`config.mk`:
```
export PLATFORM = sky130hd
export DESIGN_NAME = order_tx_framer
export DESIGN_NICKNAME = d
export VERILOG_FILES = /design/src/rtl/order_tx_pkg.sv /design/src/rtl/order_tx_fifo.sv /design/src/rtl/order_tx_framer.sv
export SDC_FILE = /design/constraint.sdc
export NUM_CORES = 1
export LEC_CHECK = 0
export ABC_CLOCK_PERIOD_IN_PS = 2700
export BUFFER_PORTS_ARGS = -buffer_cell sky130_fd_sc_hd__buf_4
export CAP_MARGIN = 30
export CORE_ASPECT_RATIO = 0.5
export CORE_MARGIN = 3
export CORE_UTILIZATION = 54
export DETAILED_ROUTE_END_ITERATION = 8
export HOLD_SLACK_MARGIN = 0.03
export PLACE_DENSITY = 0.85
export SLEW_MARGIN = 25
export SYNTH_ARGS = -nofsm -noshare
export SYNTH_HDL_FRONTEND = slang
export SYNTH_SLANG_ARGS = --single-unit
```
`constraint.sdc`:
```
create_clock -name clk -period 2.7 [get_ports clk]
set_input_delay 0.405 -clock clk [delete_from_list [all_inputs] [get_ports clk]]
set_output_delay 0.405 -clock clk [all_outputs]
set_load 0.005 [all_outputs]
```
`src/rtl/order_tx_pkg.sv`:
```
// Shared constants, state encoding, entry layout and helpers for the order tx framer.
package order_tx_pkg;

  localparam logic [7:0]  SOF_BYTE_DEFAULT = 8'hA5;
  localparam int unsigned FRAME_LEN_BASE   = 7;
  localparam logic [7:0]  CRC8_POLY        = 8'h07;
  localparam int unsigned ENTRY_W          = 48;

  // Framer state encoding
  localparam logic [2:0] ST_IDLE = 3'd0;
  localparam logic [2:0] ST_SOF  = 3'd1;
  localparam logic [2:0] ST_ADDR = 3'd2;
  localparam logic [2:0] ST_SIDE = 3'd3;
  localparam logic [2:0] ST_TS   = 3'd4;
  localparam logic [2:0] ST_CRC  = 3'd5;

  // One buffered order decision
  typedef struct packed {
    logic [7:0]  addr;
    logic [7:0]  side;
    logic [31:0] ts;
  } order_entry_t;

  // CRC-8, MSB first, no reflection, no final xor
  function automatic logic [7:0] crc8_byte(input logic [7:0] crc, input logic [7:0] data);
    logic [7:0] c;
    c = crc ^ data;
    for (int i = 0; i < 8; i++) begin
      c = c[7] ? ((c << 1) ^ CRC8_POLY) : (c << 1);
    end
    return c;
  endfunction

  // Timestamp byte by index, index 0 is the most significant byte
  function automatic logic [7:0] ts_byte(input logic [31:0] ts, input logic [1:0] idx);
    logic [31:0] sh;
    sh = ts << {idx, 3'b000};
    return sh[31:24];
  endfunction

endpackage

```
`src/rtl/order_tx_fifo.sv`:
```
// Synchronous FIFO with registered full/empty flags and occupancy count.
module order_tx_fifo #(
  parameter int unsigned WIDTH = 48,
  parameter int unsigned DEPTH = 4
) (
  input  logic                     clk,
  input  logic                     reset_n,
  input  logic                     push,
  input  logic                     pop,
  input  logic [WIDTH-1:0]         wdata,
  output logic [WIDTH-1:0]         rdata,
  output logic                     full,
  output logic                     empty,
  output logic [$clog2(DEPTH):0]   count
);

  localparam int unsigned AW = $clog2(DEPTH);
  localparam int unsigned CW = AW + 1;

  logic [WIDTH-1:0] mem [DEPTH];
  logic [AW-1:0]    wr_ptr;
  logic [AW-1:0]    rd_ptr;
  logic             do_push_c;
  logic             do_pop_c;
  logic [CW-1:0]    count_nxt_c;

  // A push into a full FIFO only lands when a pop frees a slot in the same cycle
  always_comb begin
    do_pop_c    = pop && !empty;
    do_push_c   = push && (!full || do_pop_c);
    count_nxt_c = count + CW'(do_push_c) - CW'(do_pop_c);
  end

  assign rdata = mem[rd_ptr];

  // Storage array, no reset needed
  always_ff @(posedge clk) begin
    if (do_push_c) mem[wr_ptr] <= wdata;
  end

  // Pointers, count and flags reflecting post-update occupancy
  always_ff @(posedge clk) begin
    if (!reset_n) begin
      wr_ptr <= '0;
      rd_ptr <= '0;
      count  <= '0;
      full   <= 1'b0;
      empty  <= 1'b1;
    end else begin
      if (do_push_c) wr_ptr <= wr_ptr + AW'(1);
      if (do_pop_c)  rd_ptr <= rd_ptr + AW'(1);
      count <= count_nxt_c;
      full  <= (count_nxt_c == CW'(DEPTH));
      empty <= (count_nxt_c == '0);
    end
  end

endmodule

```
`src/rtl/order_tx_framer.sv`:
```
// Buffers order decisions and serializes each one into a byte-framed message.
// Optional CRC-8 trailer byte enabled by defining ORDER_TX_CRC8_EN.
module order_tx_framer
  import order_tx_pkg::*;
#(
  parameter int unsigned FIFO_DEPTH = 4,
  parameter logic [7:0]  SOF_BYTE   = SOF_BYTE_DEFAULT
) (
  input  logic        clk,
  input  logic        reset_n,
  input  logic [7:0]  tx_addr0,
  input  logic [7:0]  tx_buysell0,
  input  logic [31:0] tx_timestamp0,
  input  logic        tx_dv0,
  output logic [7:0]  byte_out,
  output logic        byte_valid,
  input  logic        byte_ready,
  output logic        frame_busy,
  output logic        fifo_full,
  output logic [15:0] drop_count
);

  localparam int unsigned CW      = $clog2(FIFO_DEPTH) + 1;
  localparam logic [1:0]  TS_LAST = 2'(FRAME_LEN_BASE - 4);

  logic [2:0]      state_q, state_nxt;
  logic [1:0]      ts_idx_q, ts_idx_nxt;
  logic [7:0]      byte_nxt;
  logic            valid_nxt;
  order_entry_t    hold_q;
  order_entry_t    push_entry_c;
  logic [ENTRY_W-1:0] fifo_rdata;
  logic            fifo_empty;
  logic [CW-1:0]   fifo_count;
  logic            push_req_c;
  logic            pop_c;
  logic            accept_c;
  logic            drop_c;
`ifdef ORDER_TX_CRC8_EN
  logic [7:0]      crc_q;
  logic [7:0]      crc_upd_c;
`endif

  // Hold decisions are filtered out before the FIFO
  always_comb begin
    push_req_c   = tx_dv0 && (tx_buysell0 != 8'd0);
    push_entry_c = '{addr: tx_addr0, side: tx_buysell0, ts: tx_timestamp0};
    accept_c     = byte_valid && byte_ready;
    drop_c       = push_req_c && (fifo_count == CW'(FIFO_DEPTH)) && !pop_c;
  end

  order_tx_fifo #(
    .WIDTH (ENTRY_W),
    .DEPTH (FIFO_DEPTH)
  ) u_fifo (
    .clk     (clk),
    .reset_n (reset_n),
    .push    (push_req_c),
    .pop     (pop_c),
    .wdata   (push_entry_c),
    .rdata   (fifo_rdata),
    .full    (fifo_full),
    .empty   (fifo_empty),
    .count   (fifo_count)
  );

`ifdef ORDER_TX_CRC8_EN
  assign crc_upd_c = crc8_byte(crc_q, byte_out);

  // Running CRC over accepted payload bytes, cleared between frames
  always_ff @(posedge clk) begin
    if (!reset_n) begin
      crc_q <= 8'd0;
    end else if (state_q == ST_IDLE) begin
      crc_q <= 8'd0;
    end else if (accept_c && (state_q == ST_ADDR || state_q == ST_SIDE || state_q == ST_TS)) begin
      crc_q <= crc_upd_c;
    end
  end
`endif

  // Next state and next registered byte; outputs hold while the MAC stalls
  always_comb begin
    state_nxt  = state_q;
    ts_idx_nxt = ts_idx_q;
    byte_nxt   = byte_out;
    valid_nxt  = byte_valid;
    pop_c      = 1'b0;
    case (state_q)
      ST_IDLE: begin
        byte_nxt  = 8'd0;
        valid_nxt = 1'b0;
        if (!fifo_empty) begin
          pop_c     = 1'b1;
          state_nxt = ST_SOF;
          byte_nxt  = SOF_BYTE;
          valid_nxt = 1'b1;
        end
      end
      ST_SOF: begin
        if (accept_c) begin
          state_nxt = ST_ADDR;
          byte_nxt  = hold_q.addr;
        end
      end
      ST_ADDR: begin
        if (accept_c) begin
          state_nxt = ST_SIDE;
          byte_nxt  = hold_q.side;
        end
      end
      ST_SIDE: begin
        if (accept_c) begin
          state_nxt  = ST_TS;
          ts_idx_nxt = 2'd0;
          byte_nxt   = ts_byte(hold_q.ts, 2'd0);
        end
      end
      ST_TS: begin
        if (accept_c) begin
          if (ts_idx_q == TS_LAST) begin
`ifdef ORDER_TX_CRC8_EN
            state_nxt = ST_CRC;
            byte_nxt  = crc_upd_c;
`else
            state_nxt = ST_IDLE;
            byte_nxt  = 8'd0;
            valid_nxt = 1'b0;
`endif
          end else begin
            ts_idx_nxt = ts_idx_q + 2'd1;
            byte_nxt   = ts_byte(hold_q.ts, ts_idx_q + 2'd1);
          end
        end
      end
      ST_CRC: begin
`ifdef ORDER_TX_CRC8_EN
        if (accept_c) begin
          state_nxt = ST_IDLE;
          byte_nxt  = 8'd0;
          valid_nxt = 1'b0;
        end
`else
        state_nxt = ST_IDLE;
        byte_nxt  = 8'd0;
        valid_nxt = 1'b0;
`endif
      end
      default: begin
        state_nxt = ST_IDLE;
        byte_nxt  = 8'd0;
        valid_nxt = 1'b0;
      end
    endcase
  end

  // State register with registered stream outputs
  always_ff @(posedge clk) begin
    if (!reset_n) begin
      state_q    <= ST_IDLE;
      ts_idx_q   <= 2'd0;
      byte_out   <= 8'd0;
      byte_valid <= 1'b0;
      frame_busy <= 1'b0;
    end else begin
      state_q    <= state_nxt;
      ts_idx_q   <= ts_idx_nxt;
      byte_out   <= byte_nxt;
      byte_valid <= valid_nxt;
      frame_busy <= (state_nxt != ST_IDLE);
    end
  end

  // Holding register for the entry being framed
  always_ff @(posedge clk) begin
    if (!reset_n) begin
      hold_q <= '0;
    end else if (pop_c) begin
      hold_q <= order_entry_t'(fifo_rdata);
    end
  end

  // Saturating count of decisions lost to a full FIFO
  always_ff @(posedge clk) begin
    if (!reset_n) begin
      drop_count <= 16'd0;
    end else if (drop_c && (drop_count != 16'hFFFF)) begin
      drop_count <= drop_count + 16'd1;
    end
  end

endmodule

```
==> results of run 1 <==
final timing paths:
| path | depth (start not counted) | slack, ns | startpoint | to |
|---|---|---|---|---|
| worst max-delay path | 9 | 0.19 | u_fifo.empty | u_fifo.empty |
| worst min register to register | 2 | 0.47 | hold_q[46] | hold_q[46] |
| worst min-delay path | 1 | 0.08 | tx_timestamp0[30] | u_fifo.mem[2][30] |
| worst max register to register | 9 | 0.19 | u_fifo.empty | u_fifo.empty |
sequential cells by signal, indices dropped and copies added (netlist names):
| register | count |
|---|---|
| u_fifo.full | 1 |
| u_fifo.count | 3 |
| drop_count | 16 |
| ts_idx_q | 2 |
| u_fifo.mem | 192 |
| byte_out | 8 |
| u_fifo.empty | 1 |
| u_fifo.wr_ptr | 2 |
| frame_busy | 1 |
| u_fifo.rd_ptr | 2 |
| state_q | 3 |
| byte_valid | 1 |
| hold_q | 48 |
cells in the final DEF, fill, tap and decap left out, drive strengths merged, types with 16 or more instances in the layout:
cell / count
a21boi: 48
and2: 16
buf: 97
clkbuf: 28
dfxtp: 88
edfxtp: 192
mux2i: 17
mux4: 56
nand2: 125
critical path, cell delays in order, from the launching register on:
cell and delay [ns]:
dfxtp_1 0.34, or4_2 0.76, inv_2 0.11, ha_1 0.23, inv_1 0.06, ha_1 0.13
inv_1 0.05, fa_1 0.37, xnor2_1 0.20, o21ai_0 0.12
metrics by stage:
| stage | util (%) | instances | worst slack (ns) | cell area, um^2 |
|---|---|---|---|---|
| after floorplan | - | 722 | 0.250 | 11100 |
| after global placement | 60.9 | 1047 | 0.286 | 12000 |
| after detailed placement | 60.9 | 1047 | 0.202 | 12000 |
| after CTS | 65.1 | 1091 | 0.209 | 12900 |
| after global routing | 65.1 | 1091 | 0.0628 | 12900 |
| final | 65.1 | 1092 | 0.190 | 12900 |
layout make-up:
class                      count  area (um^2)  area share (%)
clock inverter                16          204            1.58
multi-input combinational    393         3350            26.0
sequential                   280         7530            58.5
timing repair buffer          97          778            6.04
clock buffer                  28          636            4.94
antenna                        1         2.50          0.0194
tap                          266          333            2.58
inverter                      11         41.3           0.321
layer usage:
layer / part of all wire (%) / vias up / global-route usage (%)
li1: - / 2874 / -
met2: 48 / 241 / 33.3
met3: 6.1 / 33 / 3.52
met5: 0 / - / 0
met4: 1.6 / 0 / 4.68
met1: 44 / 3246 / 29.5
where the power goes:
part	total [mW]	internal (mW)	leakage, nW	switching, mW
Sequential	5.71	5.26	2.48	0.441
Clock	3.63	2.09	0.403	1.54
Combinational	2.67	1.24	1.60	1.42
Total	12.0	8.60	4.49	3.40
cell families after synthesis:
logic type / Yosys count / synth area share [%]
flops: 280 / 67.9
simple gates: 206 / 9.11
compound gates: 87 / 5.54
mux: 77 / 13.3
buf+inv: 49 / 1.89
xor+xnor: 13 / 1.03
fa+ha+maj: 10 / 1.17
==> impl_metrics.tcl, run 1 <==
set metrics [dict create \
    status "finished, final reports clean" \
    drc 0 \
    yosysUniqueCellTypes 45 \
    cap_viol_max_count 0 \
    synth.yosys.seq_area_share_pct 67.9 \
    yosysWarnings 0 \
    synthesis.area_um2 11100 \
    syn_area_per_cell_um2 15.3 \
    synth_top_area_cell "edfxtp_1" \
    cp-end-kind "register" \
    core-area_um2 19800 \
    clk_pin_slew_worst_paths_ns 0.07 \
    synth_common_cells "192 x edfxtp_1, 125 x nand2_1, 88 x dfxtp_1, 56 x mux4_2, 48 x a21boi_0" \
    cts_buffers 24 \
    required_ns 3.07 \
    cp_max_fo 4 \
    synth_seq_cells 280 \
    finalCritPeriodShare_pct 92.9 \
    syn_to_final_growth_pct 16.2 \
    fin_setup_tns_ns 0 \
    synth_top_area_share_pct 52.0 \
    antenna_found_initial 0 \
    cts_tree "done" \
    wirelength_um 22600 \
    syn_nets 783 \
    clock_sinks 280 \
    total_power_mw 12.0 \
    hold_viol 0 \
    rsz0062_at_grt "false" \
    grt_overflow 0 \
    track_usage_pct 20.5 \
    numPortBuffers 78 \
    drt_iter0_markers 661 \
    slew_headroom_pct 53.7 \
    rows 36 \
    grt_max_degree 52 \
    cts_max_path_buffers 3 \
    die_h_um 107 \
    viasPerCell 5.86 \
    ant_nets 0 \
    hpwlAfterDp_um 14300 \
    syn_inst 722 \
    vdd_ir_drop_max_mv 0.588 \
    io_pins 79 \
    holdBufCountCts 0 \
    p_leak_nw 4.49 \
    vias 6394 \
    cts_resized 0 \
    setup_viol 0 \
    power.density_nw_per_um2 932 \
    crit_arrival_ns 2.88 \
    synth_flop_cell "edfxtp_1" \
    whs_ns 0.0831 \
    drive_above_1_share_pct 25.8 \
    synth.most_common_cell "edfxtp_1" \
    synth_edf_count 192 \
    critPathLaunchType "register" \
    dieArea_um2 22400 \
    slew_viol_final 0 \
    fin_crit_ns 2.51 \
    initial_core_util_pct 56.0 \
    tightest_slew_ns 0.694 \
    async_flop_share_pct 0 \
    ys_top_cells_by_area "edfxtp_1 52%, dfxtp_1 16%, mux4_2 11%" \
    clkLatencyLatePin_ns 0.52 \
    cts_setup_buffers 0 \
    grt_pass1_wl_um 35800 \
    cts_root_buf "clkbuf_16" \
    skew_ns 0.00970 \
    nNetsFinal 868 \
    gp_congestion 0.855 \
    h-tree-depth 1 \
    nFillCells 1316 \
    first_pass_iters 5 \
    clock.fmax_ghz 0.398 \
    path_class "register to register" \
    hold_class "input pin to register" \
    grt_pass1_vias 6473 \
    wl_per_cell_um 20.7 \
    die_x_um 209 \
]
No activity file was read; power rests on OpenSTA's default activity.
==> run 2: changes to the inputs <==
--- a/config.mk
+++ b/config.mk
@@ -17,4 +17,5 @@
 export SLEW_MARGIN = 25
 export SYNTH_ARGS = -nofsm -noshare
 export SYNTH_HDL_FRONTEND = slang
+export SYNTH_HIERARCHICAL = 1
 export SYNTH_SLANG_ARGS = --single-unit
==> run 2 against run 1 <==
Worst setup slack got worse by 0.11 ns; sequential cell count increased by 2; non-clock buffer count increased by 10; register-to-register slack got worse by 0.11 ns; synthesized cell count increased by 1.7%; worst hold slack got worse by 0.017 ns; global-route usage increased by 1.1 points; power increased by 3.1%; sequential power increased by 2%; critical path depth increased by 4; sequential share of layout area increased by 0.095 points; clock power increased by 10%; critical path type unchanged.
==> impl_metrics.tcl, run 2 <==
set metrics [dict create \
    grt_overflow 0 \
    cts_buffers 25 \
    synth_edf_count 192 \
    cp-end-kind "register" \
    cp_max_fo 3 \
    skew_ns 0.0122 \
    path_class "register to register" \
    h-tree-depth 1 \
    largest_reg_flops 192 \
    synth.yosys.seq_area_share_pct 68.9 \
    cts_max_path_buffers 3 \
    mostFrequentLayoutCell "edfxtp_1" \
    multi_input_area_um2 3180 \
    gr-max-usage-layer "met2" \
    dieArea_um2 22200 \
    grt_pass1_vias 6823 \
    rsz0062_at_grt "true" \
    cp_cell_sequence "or4_4, inv_4, nand2b_4, a21boi_4, inv_1, ha_1, inv_1, ha_1, inv_1, fa_2, xnor3_1, nor2b_1, a21oi_1" \
    synth_top_area_share_pct 52.5 \
    wirelength_um 24100 \
    synth.most_common_cell "edfxtp_1" \
    core-area_um2 19700 \
    ant_nets 0 \
    grt_pass1_wl_um 37600 \
    drc 0 \
    crit_slowest_cell "or4_4" \
    grt_use_met1_pct 28.6 \
    grtUsageMet3_pct 4.68 \
    synth_flop_cell "edfxtp_1" \
    clock_sinks 282 \
    placed_cell_area_um2 12000 \
    cpMostUsedCell "inv_1" \
    layout_common_cells "192 x edfxtp_1, 123 x nand2_1, 103 x buf_4" \
    p_leak_nw 4.40 \
    rows 36 \
    syn_inst 734 \
    top_register "u_fifo/mem" \
    numPortBuffers 78 \
    synth_common_cells "192 x edfxtp_1, 123 x nand2_1, 90 x dfxtp_1, 72 x a21oi_1, 56 x mux4_2" \
    vdd_ir_drop_max_mv 0.527 \
    clkLatencyLatePin_ns 0.54 \
    track_usage_pct 21.5 \
    synth_seq_cells 282 \
    viasPerCell 6.07 \
    diodes 0 \
    grt_max_degree 51 \
    slew_viol_final 0 \
    nNetsFinal 887 \
    gp_congestion 0.860 \
    clock.fmax_ghz 0.381 \
    synth_top_area_cell "edfxtp_1" \
    setup_viol 0 \
    io_pins 79 \
    finalInstanceArea_um2 12900 \
    critPathLaunchType "register" \
    drt_iter0_markers 743 \
    die_h_um 107 \
    hpwlAfterDp_um 14800 \
    ys_top_cells_by_area "edfxtp_1 53%, dfxtp_1 16%, mux4_2 11%" \
    fin_crit_ns 2.62 \
    syn_area_per_cell_um2 15.0 \
    first_pass_iters 5 \
    finalCritPeriodShare_pct 97.2 \
    cts_tree "done" \
    initial_core_util_pct 55.8 \
    use_met2_pct 36.0 \
    antenna_found_initial 0 \
    reg_top3 "u_fifo/mem x192, hold_q x48, drop_count x16" \
    crit_arrival_ns 3.03 \
    nFillCells 1241 \
    slew_headroom_pct 52.5 \
    cap_viol_max_count 0 \
    clk_pin_slew_worst_paths_ns 0.07 \
    yosysUniqueCellTypes 45 \
    hold_viol 0 \
    die_x_um 208 \
    tightest_slew_ns 0.712 \
    total_power_mw 12.4 \
    regToRegSetupSlack_ns 0.08 \
    syn_to_final_growth_pct 17.7 \
    synthesis.area_um2 11000 \
    seqCellArea_um2 7570 \
    power.density_nw_per_um2 957 \
    cpPeakStageDelay_ns 0.55 \
    vias 6740 \
    syn_nets 795 \
    required_ns 3.11 \
    status "finished, final reports clean" \
    yosysWarnings 6 \
    cts_root_buf "clkbuf_16" \
    async_flop_share_pct 0 \
    drive_above_1_share_pct 27.1 \
    hold_class "input pin to register" \
    cts_setup_buffers 0 \
    wl_per_cell_um 21.7 \
]
## run 2: worst paths after layout
| kind | from | endpoint | cells past startpoint |
|---|---|---|---|
| setup reg to reg | state_q[2] | u_fifo/empty | 13 |
| hold reg to reg | hold_q[21] | hold_q[21] | 2 |
| hold / removal | tx_timestamp0[13] | u_fifo/mem[2][13] | 1 |
| setup / recovery | state_q[2] | u_fifo/empty | 13 |
## run 2: area by class of cell
type                       instances  share of cell area [%]
clock buffer                      26                    4.87
clock inverter                    20                    2.38
inverter                          12                   0.368
multi-input combinational        398                    24.6
sequential                       282                    58.6
tap                              266                    2.58
timing repair buffer             107                    6.60
## run 2: power breakdown
part	switching (mW)	internal [mW]	total [mW]	leakage (nW)
clock	1.61	2.40	4.01	0.455
sequential	0.442	5.35	5.80	2.50
combinational	1.40	1.16	2.56	1.45
## run 2: repair_timing
action / 4_1_cts / 5_1_grt
resized for setup: 0 / 2
hold buffers: 0 / 0
setup endpoints to repair: 0 / 1
## run 2: layer usage
metal | routed length (um) | up-vias
met3 | 1990 | 63
met4 | 721 | 0
met1 | 9570 | 3335
met2 | 11800 | 391
li1 | - | 2951
met5 | 0 | -
## run 2: kinds of logic (layout without fill, tap and decap cells)
kind of cell / Yosys count / after routing / share of synthesized area [%]
flops: 282 / 282 / 68.9
simple gates: 200 / 200 / 8.38
compound gates: 113 / 113 / 5.76
mux: 69 / 69 / 12.7
buf+inv: 54 / 165 / 2.44
fa+ha+maj: 9 / 9 / 1.09
xor+xnor: 7 / 7 / 0.684
## run 2: through the flow
step	TNS (ns)	instances	worst slack (ns)	hold WS, ns	util (%)
2_1_floorplan	-0.383	734	-0.156	0.433	-
4_1_cts	0	1111	0.0163	0.0530	65.6
3_5_place_dp	-0.850	1065	-0.322	0.447	60.8
6_report	0	1111	0.0765	0.0661	65.7
5_1_grt	-0.0108	1111	-0.0108	0.0537	65.7
3_3_place_gp	-0.388	1065	-0.163	0.443	60.8
## run 2: critical path, delay by kind of cell (launching register included)
| family | cells | cell delay, ns |
|---|---|---|
| compound gates | 2 | 0.20 |
| xor+xnor | 1 | 0.21 |
| fa+ha+maj | 3 | 0.74 |
| buf+inv | 4 | 0.26 |
| flops | 1 | 0.31 |
| simple gates | 3 | 0.79 |
==> run 3: changes to the inputs <==
--- a/config.mk
+++ b/config.mk
@@ -5,6 +5,7 @@
 export SDC_FILE = /design/constraint.sdc
 export NUM_CORES = 1
 export LEC_CHECK = 0
+export ABC_AREA = 1
 export ABC_CLOCK_PERIOD_IN_PS = 2700
 export BUFFER_PORTS_ARGS = -buffer_cell sky130_fd_sc_hd__buf_4
 export CAP_MARGIN = 30
==> run 3 against run 2 <==
Power is 5.1% lower; via count is 26% higher; first-iteration DRC count is 54% higher; register-to-register slack better by 0.16 ns; largest power group unchanged; clock power is 12% lower; combinational power is 2% higher; sequential power is 3% lower; sequential share of layout area is 0.99 points lower; worst setup slack better by 0.16 ns; count of clock-buffer cells in the layout is 4 higher.
==> impl_metrics.tcl, run 3 <==
set metrics [dict create \
    synth_flop_cell "edfxtp_1" \
    slew_viol_final 0 \
    fin_crit_ns 2.47 \
    tightest_slew_ns 0.735 \
    die_x_um 214 \
    whs_ns 0.0640 \
    cp_max_fo 11 \
    synth_seq_cells 282 \
    path_class "register to register" \
    cts_tree "done" \
    cts_setup_buffers 0 \
    synth_top_area_cell "edfxtp_1" \
    rsz0062_at_grt "false" \
    critPathLaunchType "register" \
    p_leak_nw 4.78 \
    synth_top_area_share_pct 49.6 \
    largest_reg_flops 192 \
    hold_viol 0 \
    clock_sinks 282 \
    cp-end-kind "register" \
    grt_overflow 0 \
    setup_viol 0 \
    synth.yosys.seq_area_share_pct 65.1 \
    clock.fmax_ghz 0.405 \
    wl_per_cell_um 18.2 \
    placed_cell_area_um2 12300 \
    reg2reg_from "state_q[2]" \
    die_h_um 110 \
    dieArea_um2 23400 \
    vdd_ir_drop_max_mv 0.489 \
    hold_path_end "u_fifo/mem[1][18]" \
    track_usage_pct 22.6 \
    syn_to_final_growth_pct 13.0 \
    mostFrequentLayoutCell "nand2_1" \
    ys_top_cells_by_area "edfxtp_1 50%, dfxtp_1 15%, nand2_1 6.3%" \
    status "finished, final reports clean" \
    syn_nets 1171 \
    cap_viol_max_count 0 \
    holdBufCountCts 0 \
    sw_frac_of_total_pct 31.1 \
    antenna_found_initial 1 \
    multi_input_area_um2 3410 \
    drt_iter0_markers 1141 \
    yosysUniqueCellTypes 38 \
    rows 37 \
    drc 0 \
    synth_common_cells "196 x nand2_1, 192 x edfxtp_1, 141 x nor2_1, 128 x o21ai_0, 90 x dfxtp_1" \
    cts_buffers 25 \
    grt_pass1_vias 8090 \
    cp_cell_sequence "inv_4, nand3b_2, inv_2, nand2_1, nand2_2, nand2_1, ha_1, inv_1, ha_1, inv_1, fa_1, inv_1, nor2_1, nand3_1, nor2_1" \
    cpPeakStageDelay_ns 0.51 \
    final_core_util_pct 63.1 \
    wirelength_um 26600 \
    seq_power_share_pct 47.9 \
    finalCritPeriodShare_pct 91.4 \
    holdPathStages 1 \
    synthesis.area_um2 11600 \
    vias 8489 \
    p_comb_share_pct 22.2 \
    grt_max_degree 97 \
    grt_pass1_wl_um 41600 \
    power.density_nw_per_um2 894 \
    syn_area_per_cell_um2 10.5 \
    h-tree-depth 1 \
    cts_resized 0 \
    p_sw_mw 3.65 \
    nFillCells 1486 \
    gp_congestion 0.895 \
    required_ns 3.17 \
    hpwlAfterDp_um 16400 \
    drive_above_1_share_pct 15.0 \
    crit_slowest_cell "fa_1" \
    internal_power_mw 8.09 \
    ant_nets 0 \
    diodes 0 \
    viasPerCell 5.80 \
    clk_pin_slew_worst_paths_ns 0.07 \
    core-area_um2 20800 \
    nNetsFinal 1233 \
    cts_root_buf "clkbuf_16" \
    layout_common_cells "195 x nand2_1, 192 x edfxtp_1, 137 x nor2_1" \
    min_from "tx_timestamp0[18]" \
    synth.most_common_cell "nand2_1" \
    instances_no_fill 1464 \
    reg_top3 "u_fifo/mem x192, hold_q x48, drop_count x16" \
    cts_max_path_buffers 3 \
    total_power_mw 11.7 \
    initial_core_util_pct 55.8 \
    numPortBuffers 78 \
    yosysWarnings 6 \
    synth_edf_count 192 \
    cpMostUsedCell "inv_1" \
    hold_class "input pin to register" \
    clkLatencyLatePin_ns 0.54 \
    finalInstanceArea_um2 13100 \
    async_flop_share_pct 0 \
    clock_power_share_pct 29.9 \
    first_pass_iters 7 \
    seqCellArea_um2 7570 \
    crit_arrival_ns 2.94 \
    reg2reg_depth 15 \
    regToRegSetupSlack_ns 0.23 \
    top_register "u_fifo/mem" \
    syn_inst 1110 \
    slew_headroom_pct 51.0 \
    r2r_end "u_fifo/full" \
    skew_ns 0.0102 \
    dp.cells 1418 \
    io_pins 79 \
]
run 3: cell count changes after synthesis, moves of 10 or more:
cell      before  now
nor2_2         0   11
o21ai_1        1   11
o22ai_1        0   48
mux4_2        56    0
o21ai_0       15  128
nand2_1      123  196
inv_1         12   70
o211ai_1       0   18
a21oi_2        0   10
buf_2          4   15
nor2_1        17  141
run 3: per-layer routing:
layer	vias to the layer above	global-route usage (%)	share of wire (%)
li1	3955	-	-
met2	440	37.6	47
met3	47	4.68	9.4
met5	-	0	0.041
met1	4045	30.7	42
met4	2	5.84	1.7
run 3: metrics by stage:
stage / setup TNS [ns] / setup WS [ns]
4_1_cts: 0 / 0.169
3_3_place_gp: 0 / 0.254
6_report: 0 / 0.232
2_1_floorplan: -75.30 / -0.392
3_5_place_dp: 0 / 0.189
5_1_grt: 0 / 0.0605
run 3: cell type report:
cell class | count | area share [%]
flip-flops and latches | 282 | 57.6
multi-input cells | 689 | 25.9
repair buffers | 95 | 5.43
clock buffers | 30 | 5.06
well taps | 273 | 2.60
inverters | 79 | 2.31
clock inverters | 16 | 1.09
run 3: critical path: cells and delay by family (launching register included):
family	cells	cell delay, ns
fa+ha+maj	3	0.94
simple gates	7	0.74
flops	1	0.37
buf+inv	5	0.35
run 3: logic make-up after synthesis:
group	Yosys count	synth area share (%)
compound gates	286	13.6
xor+xnor	7	0.527
fa+ha+maj	9	1.03
buf+inv	139	5.90
flops	282	65.1
simple gates	387	13.9
run 3: worst max path at each step:
stage | depth (start not counted) | from | to | slack (ns)
after detailed placement | 16 | state_q[2] | u_fifo/full | 0.19
after global routing | 16 | state_q[1] | u_fifo/full | 0.06
final | 15 | state_q[2] | u_fifo/full | 0.23
after CTS | 16 | state_q[2] | u_fifo/full | 0.17
after global placement | 15 | state_q[2] | u_fifo/full | 0.25
after floorplan | 10 | state_q[1] | u_fifo/mem[0][0] | -0.39
run 3: power by group through the flow:
stage	registers (mW)	clock network, mW	logic (mW)
2_1_floorplan	5.62	0	1.88
3_3_place_gp	5.68	0	2.41
3_5_place_dp	5.71	0	2.51
4_1_cts	5.62	3.55	2.57
5_1_grt	5.68	3.72	2.88
6_report	5.63	3.51	2.61
